$ cat config.mk
export PLATFORM = sky130hd
export DESIGN_NAME = traffic_phase_scheduler
export DESIGN_NICKNAME = d
export VERILOG_FILES = /design/src/rtl/traffic_phase_scheduler.sv
export SDC_FILE = /design/constraint.sdc
export NUM_CORES = 1
export LEC_CHECK = 0
export BUFFER_PORTS_ARGS = -buffer_cell sky130_fd_sc_hd__buf_2
export CAP_MARGIN = 25
export CORE_AREA = 5 5 56 70
export DETAILED_ROUTE_END_ITERATION = 7
export DIE_AREA = 0 0 61 75
export PLACE_DENSITY_LB_ADDON = 0.08
export SYNTH_ARGS = -nofsm -noshare
export SYNTH_HDL_FRONTEND = slang
export SYNTH_SLANG_ARGS = --single-unit
$ cat constraint.sdc
create_clock -name wb_clk_i -period 4.6 [get_ports wb_clk_i]
set_clock_uncertainty 0.15 [all_clocks]
set_input_delay 0.23 -clock wb_clk_i [delete_from_list [all_inputs] [get_ports wb_clk_i]]
set_output_delay 0.23 -clock wb_clk_i [all_outputs]
set_load 0.1 [all_outputs]
$ cat src/rtl/traffic_phase_scheduler.sv
// Demand-actuated two-road phase scheduler with min/max green, yellow and all-red clearance.
// Optional pedestrian walk phase is compiled in with the TRAFFIC_PED_EN macro.
module traffic_phase_scheduler #(
  parameter int CLK_DIV   = 1000,
  parameter int MIN_GREEN = 5,
  parameter int MAX_GREEN = 20,
  parameter int YELLOW_T  = 3,
  parameter int ALLRED_T  = 2,
  parameter int WALK_T    = 8
) (
  input  logic       wb_clk_i,
  input  logic       wb_rst_i,
  input  logic       enable,
  input  logic       sensor1,
  input  logic       sensor2,
`ifdef TRAFFIC_PED_EN
  input  logic       ped_req,
  output logic       walk,
`endif
  output logic [2:0] road1_out,
  output logic [2:0] road2_out,
  output logic [5:0] io_oeb,
  output logic [2:0] state_o
);

  localparam int MAX_A = (MAX_GREEN > YELLOW_T) ? MAX_GREEN : YELLOW_T;
  localparam int MAX_B = (ALLRED_T > WALK_T) ? ALLRED_T : WALK_T;
  localparam int MAX_D = (MAX_A > MAX_B) ? MAX_A : MAX_B;
  localparam int EW    = $clog2(MAX_D + 1);
  localparam int PW    = $clog2(CLK_DIV);

  // Limits are stored minus one: a timed state ends on the tick that completes its Nth tick.
  localparam logic [EW-1:0] MIN_M1   = EW'(MIN_GREEN - 1);
  localparam logic [EW-1:0] MAX_M1   = EW'(MAX_GREEN - 1);
  localparam logic [EW-1:0] YEL_M1   = EW'(YELLOW_T - 1);
  localparam logic [EW-1:0] AR_M1    = EW'(ALLRED_T - 1);
  localparam logic [EW-1:0] ELAP_SAT = EW'(MAX_D);
  localparam logic [PW-1:0] PRE_LAST = PW'(CLK_DIV - 1);

  localparam logic [2:0] LAMP_RED = 3'b100;
  localparam logic [2:0] LAMP_YEL = 3'b010;
  localparam logic [2:0] LAMP_GRN = 3'b001;

  typedef enum logic [2:0] {
    AR_INIT = 3'd0,
    G1      = 3'd1,
    Y1      = 3'd2,
    AR1     = 3'd3,
    G2      = 3'd4,
    Y2      = 3'd5,
    AR2     = 3'd6
`ifdef TRAFFIC_PED_EN
    , WALK  = 3'd7
`endif
  } state_e;

  state_e        state_q, state_d;
  logic [PW-1:0] presc_q, presc_d;
  logic [EW-1:0] elapsed_q, elapsed_d;
  logic          req1_q, req1_d;
  logic          req2_q, req2_d;
  logic [2:0]    road1_q, road1_d;
  logic [2:0]    road2_q, road2_d;
  logic          tick;
  logic          req1_eff, req2_eff;
`ifdef TRAFFIC_PED_EN
  logic          ped_q, ped_d;
  logic          last2_q, last2_d;
  logic          walk_q, walk_d;
  logic          ped_eff;
  localparam logic [EW-1:0] WALK_M1 = EW'(WALK_T - 1);
`endif

  always_comb begin
    // NOTE: every combinational output gets a default first so no path can infer a latch.
    state_d  = state_q;
    tick     = (presc_q == PRE_LAST);
    // A sensor sample on this very edge counts, so a request arriving on a tick is honoured.
    req1_eff = req1_q | (sensor1 & (state_q != G1));
    req2_eff = req2_q | (sensor2 & (state_q != G2));
`ifdef TRAFFIC_PED_EN
    ped_eff  = ped_q | ped_req;
`endif

    case (state_q)
      AR_INIT: if (tick && elapsed_q >= AR_M1) state_d = G1;
      G1: if (tick && elapsed_q >= MIN_M1 && req2_eff && (!sensor1 || elapsed_q >= MAX_M1))
            state_d = Y1;
      Y1:  if (tick && elapsed_q >= YEL_M1) state_d = AR1;
      AR1: if (tick && elapsed_q >= AR_M1) begin
`ifdef TRAFFIC_PED_EN
             state_d = ped_eff ? WALK : G2;
`else
             state_d = G2;
`endif
           end
      G2: if (tick && elapsed_q >= MIN_M1 && req1_eff && (!sensor2 || elapsed_q >= MAX_M1))
            state_d = Y2;
      Y2:  if (tick && elapsed_q >= YEL_M1) state_d = AR2;
      AR2: if (tick && elapsed_q >= AR_M1) begin
`ifdef TRAFFIC_PED_EN
             state_d = ped_eff ? WALK : G1;
`else
             state_d = G1;
`endif
           end
`ifdef TRAFFIC_PED_EN
      WALK: if (tick && elapsed_q >= WALK_M1) state_d = last2_q ? G1 : G2;
`endif
      default: state_d = AR_INIT;
    endcase

    if (!enable) state_d = AR_INIT;

    if (!enable || state_d != state_q || tick) presc_d = '0;
    else                                       presc_d = presc_q + 1'b1;

    elapsed_d = elapsed_q;
    if (!enable || state_d != state_q)       elapsed_d = '0;
    else if (tick && elapsed_q != ELAP_SAT)  elapsed_d = elapsed_q + 1'b1;

    req1_d = (!enable || state_d == G1) ? 1'b0 : req1_eff;
    req2_d = (!enable || state_d == G2) ? 1'b0 : req2_eff;

`ifdef TRAFFIC_PED_EN
    ped_d   = (!enable || state_d == WALK) ? 1'b0 : ped_eff;
    last2_d = (state_d == G2) ? 1'b1 : (state_d == G1) ? 1'b0 : last2_q;
    walk_d  = (state_q == WALK);
`endif

    road1_d = LAMP_RED;
    road2_d = LAMP_RED;
    case (state_q)
      G1:      road1_d = LAMP_GRN;
      Y1:      road1_d = LAMP_YEL;
      G2:      road2_d = LAMP_GRN;
      Y2:      road2_d = LAMP_YEL;
      default: ;
    endcase
  end

  // NOTE: sequential state uses non-blocking assignments so every flop samples pre-edge values.
  always_ff @(posedge wb_clk_i or posedge wb_rst_i) begin
    if (wb_rst_i) begin
      state_q   <= AR_INIT;
      presc_q   <= '0;
      elapsed_q <= '0;
      req1_q    <= 1'b0;
      req2_q    <= 1'b0;
      road1_q   <= LAMP_RED;
      road2_q   <= LAMP_RED;
`ifdef TRAFFIC_PED_EN
      ped_q     <= 1'b0;
      last2_q   <= 1'b0;
      walk_q    <= 1'b0;
`endif
    end else begin
      state_q   <= state_d;
      presc_q   <= presc_d;
      elapsed_q <= elapsed_d;
      req1_q    <= req1_d;
      req2_q    <= req2_d;
      road1_q   <= road1_d;
      road2_q   <= road2_d;
`ifdef TRAFFIC_PED_EN
      ped_q     <= ped_d;
      last2_q   <= last2_d;
      walk_q    <= walk_d;
`endif
    end
  end

  assign road1_out = road1_q;
  assign road2_out = road2_q;
  assign io_oeb    = 6'b000000;
  assign state_o   = state_q;
`ifdef TRAFFIC_PED_EN
  assign walk      = walk_q;
`endif

endmodule

==> impl_results.md <==
- Ys async rst share: 100%
- Cell at the slowest stage of the critical path: or4_4
- I/O pin total: 20
- Post-CTS resize count: 0
- WP buf/inv: 0
- Critical Path End Type: flip-flop
- Max H-tree Level: 1
- Vias per std cell: 5.49
- Mapped cell area: 0.00151 sq mm
- Worst slew margin: 40.9%
- Area contributors post-synth: dfrtp_1 (40%), nor2_1 (6.0%), dfstp_2 (3.5%), xnor2_1 (3.5%), ha_1 (3.3%)
- Worst path max stage delay: 0.56 ns
- Rows: 23
- Power share of the combinational group: 9.7%
- Setup_tns: 0 ns
- HP Class: in -> reg
- Top layer used by detailed routing: met4
- Met3 WL post-DR: 129 um
- Net Switching: 0.108 mW
- Remaining global-route overflow: 0
- Final setup violation count: 0
- Hold Slack: 0.0731 ns
- CTS Buf Count: 3
- Critical Path Source Type: flip-flop
- Routability congestion estimate: 0.818
- Share of the synthesized area in the top cell type: 39.7%
- Pwr/cell area: 255 mW/mm^2
- Synth Instances: 164
- Post-DP Area: 0.00158 sq mm
- DIE WIDTH: 61 um
- Post-DP HPWL: 2.50 mm
- Final Critical Period: 2.83 ns
- Clock latency on the worst-skew pair: 0.27 ns
- Ys Warns: 0
- Clk buf depth: 2
- Type of the worst setup path: reg -> reg
- Number of I/O port buffers: 13
- Via Count: 1180
- Pleak: 0.762 nW
- Nets@finish: 188
- CP max FO: 5
- Sw frac: 25.5%
- Max Slew Vio Count: 0
- Avg Inst Size Synth: 9.22 sq um
- Area Growth Syn to Fin: 9.68%
- DRT Pass-1 Iters: 4
- Critical path's top delay family: simple AND/OR/NAND/NOR gates
- Critical path cell sequence: ha_1 > nand2_1 > nor4_1 > a31oi_1 > or4_4 > o21ai_0 > a21oi_1
- Worst-Margin Slew: 0.874 ns
- Most frequent cells in the layout: nor2_1 (24), dfrtp_1 (24), nand2_1 (13), buf_2 (13), inv_1 (12)
- CTS sink cnt: 26
- First-pass GRT wire length: 5.51 mm
- Peak supply drop: 179 uV
- ANT cells: 0
- Critical path arrival: 2.82 ns
- Tot GR Track Use: 16.4%
- Sequential share of power: 55.5%
- Initial Util: 47.8%
- Share of cells above drive strength 1: 15.7%
- Synth unique cells: 42
- Chip Height: 75 um
- Max-cap violation count: 0
- CP Data Required Time: 4.59 ns
- Crit share post-route: 61.6%
- CTS tree: done
- M1 WL: 1.28 mm
- Max frequency: 353 MHz
- Vias in the first global route: 1175
- RSZ-0062 raised after global routing: no
- Fin area: 0.00166 sq mm
- Final hold vios: 0
- Initial DRC count: 45
- CTS root buffer: clkbuf_8
- Metal2 WL: 1.81 mm
- Number of nets with antenna violations after routing: 0
- Sequential share of the synthesized area: 43.2%
- Wirelength, routed: 3.28 mm
- Total die area: 0.00458 sq mm
- FILL cells: 312
- Core area: 0.00317 sq mm
- Reg clk slew, reported paths: 0.09 ns
- Synth area leader: dfrtp_1
- Clock power share: 34.8%
- Largest net degree at the start of global routing: 27
- Internal: 0.315 mW
- Initial antenna violation count: 0
- Most used DFF post-synth: dfrtp_1
- DRC errors left: 0
- Drt wl/cell: 15.3 um
- Status: finished clean
- Number of flops mapped to enable cells by yosys: 0
- Synthesis-stage register bit count: 26
-- power by group through the flow --
stage / logic [mW] / clock network (mW) / registers, mW
after floorplan: 0.0369 / 0 / 0.239
after global routing: 0.0440 / 0.160 / 0.236
after global placement: 0.0383 / 0 / 0.239
final: 0.0409 / 0.147 / 0.235
after CTS: 0.0391 / 0.151 / 0.235
after detailed placement: 0.0390 / 0 / 0.239
-- cell type report --
type,count,area [sq um],area share (%)
Multi-Input combinational cell,121,769,46.4
Sequential cell,26,653,39.4
Timing Repair Buffer,15,90.1,5.43
Clock buffer,4,55.1,3.32
Tap cell,37,46.3,2.79
Inverter,12,45.0,2.71
-- cell usage after synthesis, types with 2 or more instances --
cell	n
dfstp_2	2
or4_4	2
mux2i_1	4
dfrtp_1	24
buf_2	3
xnor2_1	6
nand2_1	13
a21oi_1	7
buf_4	6
ha_1	4
o21ai_0	7
or3_1	5
nand2b_1	2
inv_1	12
a31oi_1	2
nor2b_1	2
nor4b_1	3
xor2_1	5
nor2_1	24
nand3_1	9
-- flip-flops by register name, summed over array words and instances, names as in the netlist --
signal     flops
road1_out      3
presc_q       10
state_o        3
req1_q         1
elapsed_q      5
road2_out      3
req2_q         1
-- metrics by stage --
step | std cells | power, mW | util (%) | setup slack, ns
after floorplan | 169 | 0.275 | - | 1.61
after global placement | 209 | 0.277 | 49.9 | 1.81
after detailed placement | 209 | 0.278 | 49.9 | 1.79
after CTS | 213 | 0.425 | 51.6 | 1.78
after global routing | 215 | 0.440 | 52.4 | 1.45
final | 215 | 0.423 | 52.4 | 1.77
-- routing by layer --
| metal | global-route usage (%) | up-vias |
|---|---|---|
| met2 | 29.1 | 26 |
| met5 | 0 | - |
| met1 | 19.8 | 566 |
| met4 | 6.02 | 0 |
| met3 | 2.23 | 7 |
| li1 | - | 581 |
-- worst register-to-register path: stages (launching register included) --
cell	delay (ns)
dfrtp_1	0.40
ha_1	0.22
nand2_1	0.14
nor4_1	0.54
a31oi_1	0.14
or4_4	0.56
o21ai_0	0.43
a21oi_1	0.13
-- final timing paths --
check | to | slack (ns) | start | cells past startpoint
min in group asynchronous | presc_q[8] | 0.40 | wb_rst_i | 3
min | req2_q | 0.07 | enable | 3
max in group asynchronous | road1_out[2] | 3.34 | wb_rst_i | 4
max reg2reg | elapsed_q[4] | 1.77 | presc_q[0] | 7
min reg2reg | presc_q[0] | 0.35 | presc_q[0] | 1
max | elapsed_q[4] | 1.77 | presc_q[0] | 7
-- what timing repair did --
action,CTS,global route
hold buffers,0,1
setup endpoints to repair,0,0
endpoints found under the hold margin,0,13
setup buffers,0,0
-- logic make-up after synthesis --
family | after synthesis | share of synthesized area (%)
and+or+nand+nor | 70 | 25.4
AOI/OAI and AO/OA | 26 | 11.7
DFF | 26 | 43.2
buffers and inverters | 22 | 7.20
xor gates and xnor gates | 11 | 6.37
adders and majority gates | 4 | 3.31
muxes | 4 | 2.65
other | 1 | 0.248
(Power assumes the default switching activity.)
